--- src/rtl/vga_timing_decoder.sv ---
// Receive-side VGA timing decoder: recovers x/y from hsync/hblnk/vsync/vblnk,
// measures line/frame geometry and reports lock once timing is consistent.
//
// state  | meaning
// S_IDLE | no frame start seen since reset
// S_HUNT | counting consecutive consistent frames
// S_LOCK | timing stable, violations pulse err
module vga_timing_decoder #(
   parameter int CW          = 11,
   parameter int LOCK_FRAMES = 2
) (
   input  logic          clk,
   input  logic          rst_n,
   input  logic          hsync,
   input  logic          hblnk,
   input  logic          vsync,
   input  logic          vblnk,
   output logic [CW-1:0] x,
   output logic [CW-1:0] y,
   output logic          pixel_valid,
   output logic          line_start,
   output logic          frame_start,
   output logic [CW-1:0] h_total,
   output logic [CW-1:0] h_active,
   output logic [CW-1:0] v_total,
   output logic [CW-1:0] v_active,
   output logic          locked,
   output logic          err
);

   typedef enum logic [1:0] {S_IDLE, S_HUNT, S_LOCK} state_t;

   localparam logic [3:0] LOCK_N = 4'(LOCK_FRAMES);

   state_t        r_state;
   state_t        w_state_nxt;
   logic [3:0]    r_lock_cnt;
   logic [3:0]    w_cnt_nxt;
   logic [3:0]    w_cnt_inc;

   logic          r_hblnk_q;
   logic          r_vblnk_q;
   logic          r_hsync_q;
   logic          r_vsync_q;
   logic [CW-1:0] r_hcnt;
   logic [CW-1:0] r_vcnt;
   logic          r_pend_v;
   logic          r_seen_ls;
   logic          r_ht_valid;
   logic          r_vt_valid;
   logic          r_in_active;
   logic [1:0]    r_hs_rise;
   logic [1:0]    r_hb_rise;
   logic [1:0]    r_vs_rise;
   logic          r_frame_bad;

   logic          r_pixel_valid;
   logic          r_line_start;
   logic          r_frame_start;
   logic [CW-1:0] r_h_total;
   logic [CW-1:0] r_h_active;
   logic [CW-1:0] r_v_total;
   logic [CW-1:0] r_v_active;
   logic          r_err;

   logic          w_ls;
   logic          w_fs;
   logic          w_hb_rise;
   logic          w_hs_rise;
   logic          w_vs_rise;
   logic          w_vb_fall;
   logic          w_hcnt_max;
   logic          w_vcnt_max;
   logic [CW-1:0] w_hcnt_inc;
   logic [CW-1:0] w_vcnt_inc;
   logic [2:0]    w_hs_tot;
   logic [2:0]    w_hb_tot;
   logic [2:0]    w_vs_tot;
   logic          w_line_fail;
   logic          w_frame_fail;
   logic          w_sat_fail;
   logic          w_fail;

   assign w_ls       = ~hblnk & r_hblnk_q;
   assign w_hb_rise  = hblnk & ~r_hblnk_q;
   assign w_hs_rise  = hsync & ~r_hsync_q;
   assign w_vs_rise  = vsync & ~r_vsync_q;
   assign w_vb_fall  = ~vblnk & r_vblnk_q;
   assign w_fs       = w_ls & (r_pend_v | w_vb_fall);

   assign w_hcnt_max = &r_hcnt;
   assign w_vcnt_max = &r_vcnt;
   assign w_hcnt_inc = w_hcnt_max ? r_hcnt : r_hcnt + CW'(1);
   assign w_vcnt_inc = w_vcnt_max ? r_vcnt : r_vcnt + CW'(1);

   // Edges seen in the LS cycle itself still belong to the line being closed.
   assign w_hs_tot = {1'b0, r_hs_rise} + {2'b00, w_hs_rise};
   assign w_hb_tot = {1'b0, r_hb_rise} + {2'b00, w_hb_rise};
   assign w_vs_tot = {1'b0, r_vs_rise} + {2'b00, w_vs_rise};

   assign w_line_fail  = w_ls & r_seen_ls &
                         ((w_hs_tot != 3'd1) | (w_hb_tot != 3'd1) |
                          (r_ht_valid & (w_hcnt_inc != r_h_total)));
   assign w_frame_fail = w_fs & (r_state != S_IDLE) &
                         ((w_vs_tot != 3'd1) | (r_vt_valid & (w_vcnt_inc != r_v_total)));
   assign w_sat_fail   = (w_hcnt_max & ~w_ls) | (w_vcnt_max & w_ls & ~w_fs);
   assign w_fail       = w_line_fail | w_frame_fail | w_sat_fail;

   assign w_cnt_inc = (&r_lock_cnt) ? r_lock_cnt : r_lock_cnt + 4'd1;

   always_comb begin
      w_state_nxt = r_state;
      w_cnt_nxt   = r_lock_cnt;
      if (w_fs && (r_state == S_IDLE)) begin
         w_state_nxt = S_HUNT;
      end else if (w_fail) begin
         w_cnt_nxt = '0;
         if (r_state == S_LOCK) w_state_nxt = S_HUNT;
      end else if (w_fs && !r_frame_bad) begin
         w_cnt_nxt = w_cnt_inc;
         if (w_cnt_inc >= LOCK_N) w_state_nxt = S_LOCK;
      end
   end

   always_ff @(posedge clk or negedge rst_n) begin
      if (!rst_n) begin
         r_state    <= S_IDLE;
         r_lock_cnt <= '0;
      end else begin
         r_state    <= w_state_nxt;
         r_lock_cnt <= w_cnt_nxt;
      end
   end

   always_ff @(posedge clk or negedge rst_n) begin
      if (!rst_n) begin
         r_hblnk_q     <= 1'b1;
         r_vblnk_q     <= 1'b1;
         r_hsync_q     <= 1'b0;
         r_vsync_q     <= 1'b0;
         r_hcnt        <= '0;
         r_vcnt        <= '0;
         r_pend_v      <= 1'b0;
         r_seen_ls     <= 1'b0;
         r_ht_valid    <= 1'b0;
         r_vt_valid    <= 1'b0;
         r_in_active   <= 1'b0;
         r_hs_rise     <= '0;
         r_hb_rise     <= '0;
         r_vs_rise     <= '0;
         r_frame_bad   <= 1'b0;
         r_pixel_valid <= 1'b0;
         r_line_start  <= 1'b0;
         r_frame_start <= 1'b0;
         r_h_total     <= '0;
         r_h_active    <= '0;
         r_v_total     <= '0;
         r_v_active    <= '0;
         r_err         <= 1'b0;
      end else begin
         r_hblnk_q     <= hblnk;
         r_vblnk_q     <= vblnk;
         r_hsync_q     <= hsync;
         r_vsync_q     <= vsync;
         r_pixel_valid <= ~hblnk & ~vblnk;
         r_line_start  <= w_ls;
         r_frame_start <= w_fs;
         r_err         <= w_fail & (r_state == S_LOCK);
         r_hcnt        <= w_ls ? '0 : w_hcnt_inc;
         r_seen_ls     <= r_seen_ls | w_ls;

         if (w_fs)           r_vcnt <= '0;
         else if (w_ls)      r_vcnt <= w_vcnt_inc;

         if (w_fs)           r_pend_v <= 1'b0;
         else if (w_vb_fall) r_pend_v <= 1'b1;

         if (w_ls && r_seen_ls) begin
            r_h_total  <= w_hcnt_inc;
            r_ht_valid <= 1'b1;
         end
         if (w_hb_rise) r_h_active <= w_hcnt_inc;

         if (w_fs && (r_state != S_IDLE)) begin
            r_v_total  <= w_vcnt_inc;
            r_vt_valid <= 1'b1;
         end
         if (w_ls && !vblnk) begin
            r_in_active <= 1'b1;
         end else if (w_ls && r_in_active) begin
            r_v_active  <= w_vcnt_inc;
            r_in_active <= 1'b0;
         end

         if (w_ls) begin
            r_hs_rise <= '0;
            r_hb_rise <= '0;
         end else begin
            r_hs_rise <= (r_hs_rise == 2'd3) ? 2'd3 : r_hs_rise + {1'b0, w_hs_rise};
            r_hb_rise <= (r_hb_rise == 2'd3) ? 2'd3 : r_hb_rise + {1'b0, w_hb_rise};
         end
         if (w_fs) r_vs_rise <= '0;
         else      r_vs_rise <= (r_vs_rise == 2'd3) ? 2'd3 : r_vs_rise + {1'b0, w_vs_rise};

         // A violation found on the frame-start cycle belongs to the frame just closed.
         if (w_fs)        r_frame_bad <= 1'b0;
         else if (w_fail) r_frame_bad <= 1'b1;
      end
   end

   assign x           = r_hcnt;
   assign y           = r_vcnt;
   assign pixel_valid = r_pixel_valid;
   assign line_start  = r_line_start;
   assign frame_start = r_frame_start;
   assign h_total     = r_h_total;
   assign h_active    = r_h_active;
   assign v_total     = r_v_total;
   assign v_active    = r_v_active;
   assign locked      = (r_state == S_LOCK);
   assign err         = r_err;

endmodule

--- config.mk ---
export PLATFORM = sky130hd
export DESIGN_NAME = vga_timing_decoder
export DESIGN_NICKNAME = d
export VERILOG_FILES = /design/src/rtl/vga_timing_decoder.sv
export SDC_FILE = /design/constraint.sdc
export NUM_CORES = 1
export LEC_CHECK = 0
export CAP_MARGIN = 25
export CORE_MARGIN = 1
export CORE_UTILIZATION = 59
export DETAILED_ROUTE_END_ITERATION = 16
export PLACE_DENSITY = 0.86
export SETUP_SLACK_MARGIN = 0.5
export SLEW_MARGIN = 30
export SYNTH_ARGS = -nofsm -noshare
export SYNTH_HDL_FRONTEND = slang
export SYNTH_SLANG_ARGS = --single-unit
--- constraint.sdc ---
create_clock -name clk -period 7.5 [get_ports clk]
set_input_delay 1.5 -clock clk [delete_from_list [all_inputs] [get_ports clk]]
set_output_delay 1.5 -clock clk [all_outputs]
set_load 0.05 [all_outputs]
* After elaboration in Yosys (flattened, before gate mapping)
Cells that the tools add are included.
** Word-level totals
- Flip-flop bits (word level) :: 92
- Input port bits :: 6
- Word-level logic and storage cells :: 127
** Operators by class
- Add/subtract/negate cells :: 9
- Magnitude comparators :: 1
- Equal/unequal tests :: 10
- Mux-type cells :: 25
- Bitwise logic cells :: 34
- Reductions and logical operators :: 23
** Operators by type and width (number)
- $mux W11 :: 5
- $add A11 B1 Y11 const B :: 2
- $mux W2 :: 11
- $ne A11 B11 Y1 :: 2
- $reduce_and A11 Y1 :: 2
- $and A1 B1 Y1 :: 17
- $mux W4 :: 3
- $reduce_bool A2 Y1 :: 6
- $add A2 B1 Y3 :: 3
- $ne A3 B1 Y1 const B :: 3
- $not A1 Y1 :: 9
- $eq A2 B2 Y1 const B :: 4
- $or A1 B1 Y1 :: 8
- $add A2 B1 Y2 :: 3
- $logic_and A1 B1 Y1 :: 6
- $mux W1 :: 6
- $reduce_bool A3 Y1 :: 2
- $add A4 B1 Y4 const B :: 1
- $ge A4 B2 Y1 const B :: 1
- $reduce_and A2 Y1 :: 2
- $reduce_and A4 Y1 :: 1
- $ne A3 B2 Y1 const B :: 1
- $reduce_and A3 Y1 :: 1
- $logic_not A1 Y1 :: 2
- $logic_not A2 Y1 :: 1

* Depth between registers and ports, before layout
Gate-level depths: netlist (run 1).
- Depth in word-level cells :: 11
- Mapped depth :: 13
- Gate-level depth less buffers :: 11

* Worst setup path before layout (run 1)
No wires, ideal clock.
- Path kind :: input -> register
- Start :: input port hblnk
- End :: register r_lock_cnt[1]
- Arrival time :: 3.856 ns
- Data required time :: 7.433 ns
- Path slack :: 3.576 ns
- Cell stages on the path :: 13
- Buffers on the path :: 2
- Cell sequence :: nand2b_1 > clkbuf_1 > inv_1 > ha_1 > ha_1 > o31ai_1 > o211ai_1 > a211oi_2 > nand4_1 > and2_1 > buf_6 > o41ai_1 > a32o_1
** On the way
- Cells in the longest elaborated chain, start to end :: 10
- Elaborated cells on any way between the ends :: 26
- Classes of those cells :: add/sub: 1; eq/ne: 1; mux: 1; bitwise: 19; reduce/logical: 4
** RTL lines
- start: declaration :: RTL line 15 : input logic hblnk,
- $and A1 B1 Y1 (*) :: RTL line 85 : assign w_hb_rise = hblnk & ~r_hblnk_q;
- via w_hb_rise :: RTL line 68 : logic w_hb_rise;
- $add A2 B1 Y3 (*) :: RTL line 98 : assign w_hb_tot = {1'b0, r_hb_rise} + {2'b00, w_hb_rise};
- $ne A3 B1 Y1 (*) :: RTL line 102 : ((w_hs_tot != 3'd1) | (w_hb_tot != 3'd1) |
- $or A1 B1 Y1 (*) (2 in a row) :: RTL line 102
- $and A1 B1 Y1 (*) :: RTL line 101 : assign w_line_fail = w_ls & r_seen_ls &
- $or A1 B1 Y1 (*) (2 in a row) :: RTL line 107 : assign w_fail = w_line_fail | w_frame_fail | w_sat_fail;
- $reduce_bool A2 Y1 (no line)
- $reduce_and A2 Y1 (no line)
- end signal: assignment :: RTL line 131 : r_lock_cnt <= w_cnt_nxt;
- end: declaration :: RTL line 37 : logic [3:0] r_lock_cnt;
The timed path passes the listed nets; every way through them passes the cells marked *.
A chain may end at the register's enable or synchronous reset.

* Worst setup path in the final report (run 1)
- Start :: input port hblnk
- End :: register r_lock_cnt[2]
The elaborated chain is that of the path after synthesis.

==> metrics, run 1 <==
status=finished clean; dpl cells=698; vias in the first global route=4201; diode count=0; post-route setup TNS=0 ns; # setup viols final=0; FFs w/ async S/R, synth=1.00; layout cells sized above 1=0.0591; Initial DRC Count=282; Post-Syn Nets=563; routed len/inst=17.7 um; critical path cell sequence=clkdlybuf4s50_1 -> nand2b_1 -> inv_1 -> ha_1 -> ha_1 -> o31ai_1 -> o211ai_1 -> a211oi_2 -> nand4_1 -> and2_1 -> o41ai_1 -> a32o_1; #FFs+latches synth=92; pre-CTS setup slack=2.53 ns; Post-synth EDFFs=0; DRT Pass-1 Iters=6; Rows=33; syn avg cell area=9.14 um^2; Peak VDD IR=0.265 mV; RSZ-0062 raised after global routing=no; Fin. Hold Viols=0; xor/xnor cell area share of the yosys netlist=0.0263; Mapped Cells=547; Tcrit/Tclk final=0.607; CP Capture Type=flip-flop; Ys Warns=0; relative slew slack=0.374; number of CTS-inserted buffers=9; CP Class=in2reg; min Tclk post-route=4.55 ns; TritonCTS clock tree=done; CP Max Fanout=23; Vias=4423; setup bufs post-CTS=0; FILL cells=609; top_reg_cell synth=dfrtp_1; Die X=94.0 um; clk_skew=0.0149 ns; port bufs=76; post-CTS sizing=0; clk_lat worst skew=0.37 ns; leakage power=2.46 nW; grt total ovfl=0; Max Cap Violations=0; Adder-Cell Fraction of Synth Area=0.0250; Boundary Pins=77; Worst-Margin Slew=0.938 ns; CP required=7.81 ns; cts-stage hold buffer count=0; largest family of logic cells by synthesized area=simple AND/OR/NAND/NOR gates; Layout area overhead=19.2%; Final ANT Viol Nets=0; DRC viols=0; Chip Height=94.0 um; CP max-delay cell=nand2b_1; Reg clk slew, reported paths=0.09 ns; post-synth cell types=73; die area=8840 um^2; Post-DP HPWL=8.86 mm; CP peak stage delay=0.55 ns; initial antenna violation count=0; Max Freq=0.220 GHz; post-synthesis cell area=5000 um^2; WP data arrival=4.86 ns; first-pass GRT wire length=20.9 mm; nets@finish=620; clock root cell=clkbuf_8; overall power=0.00145 W; Crit path max-delay family=compound AO/OA/AOI/OAI gates; setup ws final=2.95 ns; count of final max-slew check failures=0; Core ar.=8220 um^2; largest net degree at the start of global routing=73; most used cell, CP=ha_1; part of the Yosys area used for sequential elements=0.461; CTS H-tree lvls=3; GPL Wtd Cong=0.909; compound-gate portion of the synthesized area=0.201; Hold/Removal Path Class=reg2reg; Initial Util=0.608; Total GRT Usage=0.307; Synth Area in Simple Gates=0.225; CTS sink cnt=92; Final Non-Filler Cells=714; mux cell area share after synthesis=0.0185; critical path launch point type=input pin; Bufs and invs on worst path=2; DRT Wirelength=12.7 mm; clk buf depth=2; Pwr per Cell Area=244 nW/um^2; number of vias per cell=6.19
[per-layer routing]
metal  vias up  part of all wire  wire length (um)  global-route usage
met3        25             0.063               793              0.0396
li1       2087                 -                 -                   -
met2       170              0.47              5950               0.473
met4         0             0.019               241               0.117
met5         -                 0                 0                   0
met1      2141              0.45              5670               0.444
[logic make-up after synthesis]
family | Yosys count
adders and majority gates | 10
and+or+nand+nor | 217
buffers and inverters | 48
muxes | 9
AOI/OAI and AO/OA | 156
xor gates and xnor gates | 15
DFF | 92
[synthesized netlist by cell type, types with 3 or more instances]
library cell	instances	area (um^2)
a211oi_1	5	37.5
a21o_1	5	37.5
a21oi_1	25	125
a31oi_1	6	37.5
a32o_1	3	30.0
and2_1	5	31.3
and3_1	9	56.3
and4_1	4	35.0
buf_1	3	11.3
buf_2	7	35.0
buf_4	4	30.0
clkbuf_1	17	63.8
dfrtp_1	90	2250
ha_1	10	125
inv_1	16	60.1
mux2i_1	7	70.1
nand2_1	69	259
nand2b_1	7	43.8
nand3_1	21	105
nand4_1	7	43.8
nor2_1	44	165
nor2b_1	11	68.8
nor3_1	10	50.1
nor3b_1	3	22.5
nor4_1	4	25.0
nor4_2	3	37.5
o211ai_1	3	22.5
o21ai_0	65	325
o22ai_1	4	25.0
o31ai_1	7	52.6
o41ai_1	3	26.3
or2_2	3	18.8
or3_1	5	31.3
xnor2_1	10	87.6
xor2_1	5	43.8
[layout by cell type (no fill, tap or decap), types with 11 or more instances in the layout]
master	Yosys	final
a21oi_1	25	25
nor2_1	44	44
o21ai_0	65	64
nor2b_1	11	11
nand2_1	69	69
inv_1	16	16
dfrtp_1	90	90
nand3_1	21	21
clkdlybuf4s50_1	0	75
[state kept, by name, summed over array words and instances, names as in the netlist, 2 cells and up]
register / flops
r_hb_rise: 2
v_total: 11
y: 11
r_vs_rise: 2
x: 11
h_total: 11
h_active: 11
v_active: 11
r_lock_cnt: 4
r_hs_rise: 2
r_state: 2
[metrics by stage]
stage	hold WS, ns	utilization	area, um^2
2_1_floorplan	0.435	-	5000
4_1_cts	0.477	0.724	5950
3_5_place_dp	0.456	0.700	5750
6_report	0.472	0.725	5960
3_3_place_gp	0.453	0.700	5750
5_1_grt	0.495	0.725	5960
[power by group]
part	leakage (nW)	internal [W]	switching (W)	total [W]
combinational	1.16	0.000169	0.000311	0.000479
clock	0.0978	0.000165	0.000177	0.000342
sequential	1.21	0.000557	0.0000755	0.000633
[layout make-up]
type / count / area (um^2) / area share
multi-input combinational: 407 / 2490 / 0.418
sequential: 92 / 2300 / 0.387
timing repair buffer: 78 / 777 / 0.130
clock buffer: 13 / 149 / 0.0250
tap: 105 / 131 / 0.0221
inverter: 16 / 60.1 / 0.0101
clock inverter: 3 / 47.5 / 0.00798
[final timing paths]
path / startpoint / to / slack, ns / cells after the start
min in group asynchronous: rst_n / v_active[7] / 1.00 / 1
max in group asynchronous: rst_n / r_lock_cnt[0] / 5.58 / 2
min reg2reg: r_vt_valid / r_vt_valid / 0.47 / 1
min: r_vt_valid / r_vt_valid / 0.47 / 1
max reg2reg: y[0] / r_lock_cnt[2] / 3.79 / 9
max: hblnk / r_lock_cnt[2] / 2.95 / 12
No activity file was read; power rests on OpenSTA's default activity.
==> run 2, diff against run 1 <==
--- a/config.mk
+++ b/config.mk
@@ -7,9 +7,9 @@
 export LEC_CHECK = 0
 export CAP_MARGIN = 25
 export CORE_MARGIN = 1
-export CORE_UTILIZATION = 59
+export CORE_UTILIZATION = 54
 export DETAILED_ROUTE_END_ITERATION = 16
-export PLACE_DENSITY = 0.86
+export PLACE_DENSITY = 0.8
 export SETUP_SLACK_MARGIN = 0.5
 export SLEW_MARGIN = 30
 export SYNTH_ARGS = -nofsm -noshare
==> constraint.sdc (replaced) <==
create_clock -name clk -period 4.5 [get_ports clk]
set_input_delay 0.9 -clock clk [delete_from_list [all_inputs] [get_ports clk]]
set_output_delay 0.9 -clock clk [all_outputs]
set_load 0.05 [all_outputs]
==> metrics, run 2 (synthesis gave the netlist of run 1 again) <==
DRT Wirelength=13.4 mm; port bufs=76; Vias=4435; Peak VDD IR=0.396 mV; design area=6010 um^2; hold slack=0.481 ns; critical path launch point type=flip-flop; CP Max Fanout=10; status=finished with violations; clk_skew=0.00946 ns; FILL cells=736; diode count=0; Initial DRC Count=381; vias in the first global route=4275; CP peak stage delay=0.59 ns; RSZ-0062 raised after global routing=no; Final Non-Filler Cells=722; DRC viols=2; Fin. Hold Viols=0; grt total ovfl=0; Total GRT Usage=0.295; number of CTS-inserted buffers=9; fin util=0.679; cts-stage hold buffer count=0; setup bufs post-CTS=0; die area=9640 um^2; total placed instance area=5790 um^2; Boundary Pins=77; Core ar.=8850 um^2; Initial Util=0.565; TritonCTS clock tree=done; Post-DP HPWL=9.62 mm; min Tclk post-route=3.70 ns; leakage power=2.48 nW; Reg clk slew, reported paths=0.10 ns; clock root cell=clkbuf_8; count of final max-slew check failures=0; Final ANT Viol Nets=0; storage element area=2300 um^2; clk_lat worst skew=0.36 ns; Layout area overhead=20.2%; CTS sink cnt=92; relative slew slack=0.482; CTS H-tree lvls=3; routed len/inst=18.6 um; CP max-delay cell=or3_1; WP data arrival=4.00 ns; Die X=98.2 um; # setup viols final=0; failing checks=design-rule violations; CP Class=reg2reg; number of vias per cell=6.14; dpl cells=706; Pwr per Cell Area=410 nW/um^2; commonest non-fill, non-tap cell in the layout=dfrtp_1; nets@finish=625; multi-input logic area=2480 um^2; initial antenna violation count=0; critical path cell sequence=ha_1 -> nand4_2 -> or3_1 -> mux2i_1 -> a2111oi_0 -> nand4_1 -> and2_1 -> o41ai_1 -> a32o_1; Tcrit/Tclk final=0.823; Worst-Margin Slew=0.777 ns; clk buf depth=2; GPL Wtd Cong=0.928; CP required=4.80 ns; Chip Height=98.2 um; Rows=34; Hold/Removal Path Class=reg2reg; largest net degree at the start of global routing=62; Max Cap Violations=0; DRT Pass-1 Iters=14; post-CTS sizing=0; CP Capture Type=flip-flop; first-pass GRT wire length=22.3 mm; Max Freq=0.270 GHz; most frequent cells in the layout=90 x dfrtp_1, 75 x clkdlybuf4s50_1, 69 x nand2_1, 64 x o21ai_0, 44 x nor2_1; layout cells sized above 1=0.0717; post-route setup TNS=0 ns
run 2: cell count changes in the layout (fill, tap and decap cells not counted):
cell / change
buf_4: +6
buf_6: -1
clkbuf_1: -3
inv_6: +2
inv_8: +1
nor3_2: +1
nor3_4: -1
run 2: power breakdown:
part / switching, W / total (W) / internal (W)
logic: 0.000522 / 0.000804 / 0.000282
registers: 0.000126 / 0.00105 / 0.000928
clock network: 0.000323 / 0.000605 / 0.000282
total: 0.000971 / 0.00246 / 0.00149
run 2: final timing paths:
path / endpoint / slack, ns / start / cells past startpoint
setup / recovery: r_lock_cnt[3] / 0.80 / y[0] / 9
hold / removal: r_vt_valid / 0.48 / r_vt_valid / 1
setup reg to reg: r_lock_cnt[3] / 0.80 / y[0] / 9
hold reg to reg: r_vt_valid / 0.48 / r_vt_valid / 1
max in group asynchronous: r_vblnk_q / 2.94 / rst_n / 2
min in group asynchronous: v_active[0] / 0.60 / rst_n / 1
run 2: cell type report:
cell class	count	area share
Tap cell	108	0.0225
Clock buffer	10	0.0229
Timing Repair Buffer	83	0.135
Sequential cell	92	0.384
Clock inverter	6	0.0127
Multi-Input combinational cell	407	0.413
Inverter	16	0.0100
run 2: per-stage QoR:
step                      setup slack [ns]  power (W)
after detailed placement             0.473    0.00187
after global routing                 0.525    0.00258
after CTS                            0.837    0.00247
after global placement               0.665    0.00185
after floorplan                       1.18    0.00160
final                                0.797    0.00246
run 2: worst max-delay path, delay by kind of cell, from the launching register on:
family          cells  cell delay (ns)
compound gates      3             1.19
fa+ha+maj           1             0.41
flops               1             0.49
mux                 1             0.24
simple gates        4             1.30
run 2: metal layers:
| metal | up-vias | GRT usage | part of all wire |
|---|---|---|---|
| met4 | 0 | 0.124 | 0.027 |
| met1 | 2118 | 0.420 | 0.44 |
| met2 | 195 | 0.444 | 0.45 |
| li1 | 2097 | - | - |
| met3 | 25 | 0.0558 | 0.078 |
| met5 | - | 0 | 0 |
==> run 3, diff against run 2 <==
--- a/config.mk
+++ b/config.mk
@@ -7,9 +7,9 @@
 export LEC_CHECK = 0
 export CAP_MARGIN = 25
 export CORE_MARGIN = 1
-export CORE_UTILIZATION = 54
+export CORE_UTILIZATION = 49
 export DETAILED_ROUTE_END_ITERATION = 16
-export PLACE_DENSITY = 0.8
+export PLACE_DENSITY = 0.77
 export SETUP_SLACK_MARGIN = 0.5
 export SLEW_MARGIN = 30
 export SYNTH_ARGS = -nofsm -noshare
==> constraint.sdc (replaced) <==
create_clock -name clk -period 3.1 [get_ports clk]
set_input_delay 0.62 -clock clk [delete_from_list [all_inputs] [get_ports clk]]
set_output_delay 0.62 -clock clk [all_outputs]
set_load 0.05 [all_outputs]
==> metrics, run 3 (synthesis gave the netlist of run 1 again) <==
status=finished clean; pre-CTS setup slack=-0.343 ns; Max Cap Violations=0; Post-DP HPWL=9.87 mm; grt met2 use=0.485; CP Max Fanout=5; Chip Height=103 um; Core ar.=9820 um^2; min Tclk post-route=2.73 ns; R2R setup slack=0.40 ns; DRT Wirelength=14.7 mm; # setup viols final=0; cts-stage hold buffer count=0; Die X=103 um; CP Capture Type=flip-flop; Final ANT Viol Nets=0; vias in the first global route=4595; leakage power=2.84 nW; Worst-Margin Slew=0.679 ns; Peak VDD IR=0.543 mV; WP data arrival=3.04 ns; Final Non-Filler Cells=805; GRT met3 Usage=0.0705; relative slew slack=0.547; Layout area overhead=36.1%; port bufs=76; clk buf depth=2; clock root cell=clkbuf_8; hold slack=0.281 ns; Boundary Pins=77; switching part of the total power=0.382; first-pass GRT wire length=23.3 mm; Tcrit/Tclk final=0.881; Power Internal=0.00245 W; layout cells sized above 1=0.220; DRC viols=0; TritonCTS clock tree=done; layer carrying the most global-route usage=met2; RR Endpoint=r_lock_cnt[2]; CP max-delay cell=o41ai_2; critical path launch point type=input pin; met1 Usage GRT=0.361; dpl cells=759; diode count=0; clk_skew=0.00869 ns; Seq pwr share=0.390; largest net degree at the start of global routing=52; FF-to-FF path depth=11; Total GRT Usage=0.289; Hold/Removal Path Class=in2async; grt total ovfl=0; worst r2r src=r_hblnk_q; GPL Wtd Cong=0.947; most frequent cells in the layout=75 x dfrtp_1, 72 x clkdlybuf4s50_1, 68 x nand2_1, 63 x o21ai_0, 62 x buf_4; die area=10600 um^2; number of CTS-inserted buffers=9; setup ws final=0.368 ns; Initial DRC Count=243; Pwr per Cell Area=581 nW/um^2; initial antenna violation count=0; CP required=3.40 ns; commonest non-fill, non-tap cell in the layout=dfrtp_1; Reg clk slew, reported paths=0.09 ns; CTS sink cnt=92; number of vias per cell=5.87; clock share of power=0.234; fin util=0.693; RSZ-0062 raised after global routing=yes; CTS H-tree lvls=3; critical path cell sequence=dlygate4sd2_1 -> nor2b_2 -> ha_2 -> ha_4 -> nor2_1 -> nand2_1 -> a2111oi_2 -> and4_1 -> nand4_1 -> and2_4 -> o41ai_2 -> a32o_1; Rows=36; Max Freq=0.366 GHz; nets@finish=683; Psw=0.00151 W; Fin. Hold Viols=0; CP Class=in2reg; clk_lat worst skew=0.37 ns; combinational share of power=0.375; CP peak stage delay=0.32 ns; count of final max-slew check failures=0; Initial Util=0.509; routed len/inst=18.2 um; DRT Pass-1 Iters=5; Vias=4728
run 3: cell count changes in the layout (fill, tap and decap cells not counted), moves of 6 or more:
| cell | change |
|---|---|
| dfrtp_1 | -15 |
| ha_4 | +6 |
| dfrtp_2 | +15 |
| ha_1 | -8 |
| buf_4 | +54 |
run 3: layout make-up:
class	instances	area [um^2]
clock inverter	3	68.8
inverter	16	60.1
multi-input combinational	409	2790
sequential	92	2320
tap	133	166
clock buffer	13	159
fill	788	3020
timing repair buffer	139	1240
run 3: worst max-delay path by stage:
stage                    from             to  slack (ns)  cells past startpoint
CTS                 r_hsync_q  r_lock_cnt[3]        0.43                     11
global placement        hsync  r_lock_cnt[2]       -0.19                     12
finish                  vsync  r_lock_cnt[2]        0.37                     12
floorplan                y[0]  r_lock_cnt[1]        0.23                     12
global route             x[0]     r_state[0]        0.25                     10
detailed placement      hsync  r_lock_cnt[2]       -0.34                     12
run 3: timing repair:
item                                   CTS  global route
setup endpoints to repair                8             8
endpoints found under the hold margin    0             0
cloned                                   2             0
gates resized for setup                 43             9
pin swaps                               21            15
setup buffers                           18            10
run 3: per-layer routing:
metal  up-vias  part of all wire  wire [um]
met3        29             0.065        958
li1       2215                 -          -
met1      2313              0.41       6030
met4         0             0.026        384
met2       171              0.50       7290
met5         -                 0          0
run 3: through the flow:
stage          area, um^2  setup TNS, ns  power [W]
2_1_floorplan        5070              0    0.00235
3_3_place_gp         6110          -1.21    0.00275
3_5_place_dp         6110          -2.40    0.00278
4_1_cts              6670              0    0.00388
5_1_grt              6800              0    0.00413
6_report             6800              0    0.00395
run 3: critical path, delay by kind of cell:
kind	cells	cell delay, ns
buffers and inverters	1	0.25
AOI/OAI and AO/OA	3	0.80
adders and majority gates	2	0.41
and+or+nand+nor	6	0.95
run 3: power by group through the flow:
| stage | clock network [W] | registers [W] | logic, W |
|---|---|---|---|
| detailed placement | 0 | 0.00155 | 0.00123 |
| global placement | 0 | 0.00154 | 0.00121 |
| floorplan | 0 | 0.00184 | 0.000502 |
| finish | 0.000926 | 0.00154 | 0.00148 |
| global route | 0.000978 | 0.00156 | 0.00159 |
| CTS | 0.000928 | 0.00154 | 0.00141 |
==> RTL edit 1: new RTL, config.mk and constraints of run 3 <==
The parameter `CW` goes from 11 to 12.
--- a/src/rtl/vga_timing_decoder.sv
+++ b/src/rtl/vga_timing_decoder.sv
@@ -7,5 +7,5 @@
 // S_LOCK | timing stable, violations pulse err
 module vga_timing_decoder #(
-   parameter int CW          = 11,
+   parameter int CW          = 12,
    parameter int LOCK_FRAMES = 2
 ) (
Interface: changed (6 resized); port bits go from 77 to 83. The function was not compared with the original's and may differ.
==> RTL edit 1 against run 3 <==
- power is essentially flat
- routed wire length decreased by 6.5%
- count of clock-buffer cells in the layout is 3 lower
- area after synthesis rose by 2.1%
- critical endpoint is now r_state[0]
- critical path type is now reg2reg
- global-route usage fell by 2.7 points
- worst setup slack got worse by 0.097 ns
- final area fell by 2.1%
- sequential cell count grew 6
==> RTL edit 1: results (changes against run 3) <==
status=finished clean (unchanged); Async S/R FF share, synth=100% (unchanged); leakage=0.00278 uW (was 0.00284 uW); Worst-Margin Slew=0.852 ns (was 0.679 ns); Synth area leaders=dfrtp_1 (47%), o21ai_0 (6.8%), nand2_1 (6.0%) (was dfrtp_1 (45%), o21ai_0 (6.5%), nand2_1 (5.2%)); setup slack, reg-to-reg=0.27 ns (was 0.40 ns); Nets=657 (was 683); reg2reg end=r_state[0] (was r_lock_cnt[2]); Compound-Gate Fraction of Synth Area=20.1% (about the same); DRT iter0 DRCs=303 (was 243); XOR/XNOR Fraction of Synth Area=3.95% (was 2.63%); Detail Placement HPWL=9.90 mm (was 9.87 mm); post-synthesis adder-cell area fraction=2.45% (was 2.50%); mux contribution to synthesized area=1.57% (was 1.85%); Place WS=-0.562 ns (was -0.343 ns); worst IR drop on VDD=0.000443 V (was 0.000543 V); max_cap viols=0 (unchanged); First-pass DRT Iterations=5 (unchanged); Layout Skew=0.0179 ns (was 0.00869 ns); Synth cell types=68 (was 73); diode count=0 (unchanged); DRC=0 (unchanged); Ys Warns=0 (unchanged); total wire length=13.7 mm (was 14.7 mm); TritonCTS Buffers=9 (unchanged); GRT Overall Usage=26.2% (was 28.9%); Seq/Total Area, Yosys=48.1% (was 46.1%); first-pass GRT wire length=22.5 mm (was 23.3 mm); largest family of logic cells by synthesized area=compound AO/OA/AOI/OAI gates (was simple AND/OR/NAND/NOR gates); largest net degree at the start of global routing=99 (was 52); share of cells above drive strength 1=15.9% (was 22.0%); Crit path largest cell delay=0.54 ns (was 0.32 ns); slowest stage cell, crit path=dfstp_2 (was o41ai_2); fill count=813 (was 788); Max clock buf depth=2 (unchanged); Buffers on Ports=82 (was 76); worst hold path type=in2async (unchanged); DR vias=4442 (was 4728); final hold slack=0.279 ns (was 0.281 ns); Worst EP arrival=3.10 ns (was 3.04 ns); Root Driver=clkbuf_8 (unchanged); Synth top cells by count=dfrtp_1 (96), nand2_1 (81), o21ai_0 (69), nor2_1 (39), a21oi_1 (25) (was dfrtp_1 (90), nand2_1 (69), o21ai_0 (65), nor2_1 (44), a21oi_1 (25)); Clock Latency Late Sink=0.39 ns (was 0.37 ns); r2r worst-path depth=13 (was 11); final hold vios=0 (unchanged); Most used DFF post-synth=dfrtp_1 (unchanged); Placer Congestion=0.955 (was 0.947); synthesized netlist net count=560 (was 563); clk slew on worst S/H paths=0.09 ns (about the same)
[RTL edit 1: worst max-delay path by stage]
stage	from	end	slack, ns	depth (start not counted)
detailed placement	hsync	r_state[0]	-0.56	12
global route	r_hblnk_q	r_state[0]	0.15	13
global placement	hsync	r_state[0]	-0.48	12
CTS	r_hblnk_q	r_state[0]	0.13	13
finish	r_hblnk_q	r_state[0]	0.27	13
floorplan	hblnk	r_state[0]	0.23	13
[RTL edit 1: power breakdown]
part	internal, uW	switching (uW)
clock network	376	467
logic	597	849
registers	1440	219
total	2420	1540
[RTL edit 1: timing repair]
action / in CTS / in global routing
setup buffers: 1 / 1
pin swaps: 14 / 15
hold endpoints to repair: 0 / 0
setup endpoints to repair: 8 / 9
gates resized for setup: 11 / 20
[RTL edit 1: layer usage]
layer  track usage, %  part of all wire, %
met1             34.3                   45
met2             43.4                   49
met3             5.51                  5.0
met5                0                    0
met4             8.57                  1.4
[RTL edit 1: layout make-up]
class | instances | area (sq um) | share of cell area (%)
multi-input combinational | 400 | 2670 | 40.1
sequential | 98 | 2460 | 37.0
inverter | 14 | 55.1 | 0.826
clock buffer | 10 | 128 | 1.92
timing repair buffer | 118 | 1110 | 16.7
clock inverter | 6 | 67.6 | 1.01
tap | 133 | 166 | 2.50
[RTL edit 1: critical path, delay by kind of cell (launching register included)]
family	cells	cell delay, ns
buffers and inverters	2	0.20
adder cells (fa/ha/maj)	2	0.29
AO/OA/AOI/OAI	4	0.93
flip-flops	1	0.54
AND/OR/NAND/NOR	5	0.77
[RTL edit 1: per-stage QoR]
step	cell area, sq um	std cells
after floorplan	5220	544
after global placement	6290	761
after detailed placement	6290	761
after CTS	6550	778
after global routing	6660	779
final	6660	779
==> RTL edit 2: new RTL, flow settings as in run 3 <==
Made on the original files. Add an input register stage for `hsync`, `hblnk`, `vsync` and `vblnk`, cleared by the reset; this delays them by one clock.
--- a/src/rtl/vga_timing_decoder.sv
+++ b/src/rtl/vga_timing_decoder.sv
@@ -33,4 +33,23 @@
    localparam logic [3:0] LOCK_N = 4'(LOCK_FRAMES);
 
+   logic hsync_q;
+   logic hblnk_q;
+   logic vsync_q;
+   logic vblnk_q;
+
+   always_ff @(posedge clk or negedge rst_n) begin
+      if (!rst_n) begin
+         hsync_q <= '0;
+         hblnk_q <= '0;
+         vsync_q <= '0;
+         vblnk_q <= '0;
+      end else begin
+         hsync_q <= hsync;
+         hblnk_q <= hblnk;
+         vsync_q <= vsync;
+         vblnk_q <= vblnk;
+      end
+   end
+
    state_t        r_state;
    state_t        w_state_nxt;
@@ -82,9 +101,9 @@
    logic          w_fail;
 
-   assign w_ls       = ~hblnk & r_hblnk_q;
-   assign w_hb_rise  = hblnk & ~r_hblnk_q;
-   assign w_hs_rise  = hsync & ~r_hsync_q;
-   assign w_vs_rise  = vsync & ~r_vsync_q;
-   assign w_vb_fall  = ~vblnk & r_vblnk_q;
+   assign w_ls       = ~hblnk_q & r_hblnk_q;
+   assign w_hb_rise  = hblnk_q & ~r_hblnk_q;
+   assign w_hs_rise  = hsync_q & ~r_hsync_q;
+   assign w_vs_rise  = vsync_q & ~r_vsync_q;
+   assign w_vb_fall  = ~vblnk_q & r_vblnk_q;
    assign w_fs       = w_ls & (r_pend_v | w_vb_fall);
 
@@ -159,9 +178,9 @@
          r_err         <= 1'b0;
       end else begin
-         r_hblnk_q     <= hblnk;
-         r_vblnk_q     <= vblnk;
-         r_hsync_q     <= hsync;
-         r_vsync_q     <= vsync;
-         r_pixel_valid <= ~hblnk & ~vblnk;
+         r_hblnk_q     <= hblnk_q;
+         r_vblnk_q     <= vblnk_q;
+         r_hsync_q     <= hsync_q;
+         r_vsync_q     <= vsync_q;
+         r_pixel_valid <= ~hblnk_q & ~vblnk_q;
          r_line_start  <= w_ls;
          r_frame_start <= w_fs;
@@ -186,5 +205,5 @@
             r_vt_valid <= 1'b1;
          end
-         if (w_ls && !vblnk) begin
+         if (w_ls && !vblnk_q) begin
             r_in_active <= 1'b1;
          end else if (w_ls && r_in_active) begin
Check against the original RTL: not equivalent (a bounded check fails within 4 cycles, from zero or initial values and one cycle with rst_n low).
==> RTL edit 2 against run 3 <==
- area after synthesis decreased by 1.2%
- critical endpoint is now r_state[1]
- final area fell by 4.7%
- power down 5.6%
- sequential cell count grew 4
- worst setup slack hardly changed
- routed wire length decreased by 9.1%
- synthesized cell count fell by 5.9%
- core utilization fell by 3.0 points
- clock skew shrank 0.00081 ns
- non-clock buffer count down 23
- largest cell class unchanged
- first-iteration DRC count shrank 37%
==> RTL edit 2: results (changes against run 3) <==
DRT iter0 DRCs=153 (was 243); Worst-Margin Slew=0.759 ns (was 0.679 ns); Synth area leaders=dfrtp_1 (48%), o21ai_0 (7.0%), nand2_1 (5.2%) (was dfrtp_1 (45%), o21ai_0 (6.5%), nand2_1 (5.2%)); Sw Pwr=1400 uW (was 1510 uW); slowest stage cell, crit path=or4_4 (was o41ai_2); Placer Congestion=0.875 (was 0.947); status=finished clean (unchanged); largest net degree at the start of global routing=57 (was 52); reg2reg end=r_state[1] (was r_lock_cnt[2]); met3 usage=4.92% (was 7.05%); worst IR drop on VDD=0.000335 V (was 0.000543 V); Crit path largest cell delay=0.57 ns (was 0.32 ns); Seq cells=96 (was 92); Detail Placement HPWL=9.29 mm (was 9.87 mm); share of cells above drive strength 1=18.4% (was 22.0%); met3 WL=691 microns (was 958 microns); Clock-cell share=2.95% (was 3.35%); Global Route met1 Usage=33.9% (was 36.1%); Synth top cells by count=dfrtp_1 (94), o21ai_0 (69), nand2_1 (68), nor2_1 (36), a21oi_1 (23) (was dfrtp_1 (90), nand2_1 (69), o21ai_0 (65), nor2_1 (44), a21oi_1 (25)); Post-CTS Resized=18 (was 43); CP Max Fanout=8 (was 5); Layout Skew=0.00788 ns (was 0.00869 ns); Seq/Total Area, Yosys=48.7% (was 46.1%); CP Class=reg2reg (was in2reg); mux contribution to synthesized area=1.70% (was 1.85%); GRT Overall Usage=27.3% (was 28.9%); inverter count=14 (was 16); Compound-Gate Fraction of Synth Area=19.0% (was 20.1%); first-pass GRT wire length=21.6 mm (was 23.3 mm); GR Util met2=48.3% (was 48.5%); metal2 WL=6.76 mm (was 7.29 mm); Logic pwr share=35.1% (was 37.5%)
==> RTL edit 2: changes by cell type in the layout (fill, tap and decap cells not counted), sizes merged, moves of 4 or more <==
cell | run 3 | this run
buf | 65 | 41
nor2 | 44 | 36
o2111ai | 1 | 9
nor2b | 11 | 6
o21ai | 66 | 71
xor2 | 5 | 10
a211oi | 6 | 2
and3 | 9 | 5
dfrtp | 90 | 94
nand2b | 7 | 11
nand3 | 21 | 17
o221ai | 0 | 4
or3 | 5 | 1
==> RTL edit 2: per-stage QoR <==
step	total power, uW	instances	hold slack, ns	setup WS, ns	instance area (sq um)
6_report	3730	754	0.229	0.368	6480
5_1_grt	3930	754	0.253	0.244	6480
4_1_cts	3700	747	0.234	0.269	6330
3_5_place_dp	2780	723	0.356	0.126	5960
3_3_place_gp	2750	723	0.351	0.208	5960
2_1_floorplan	2350	515	0.324	0.0248	4960
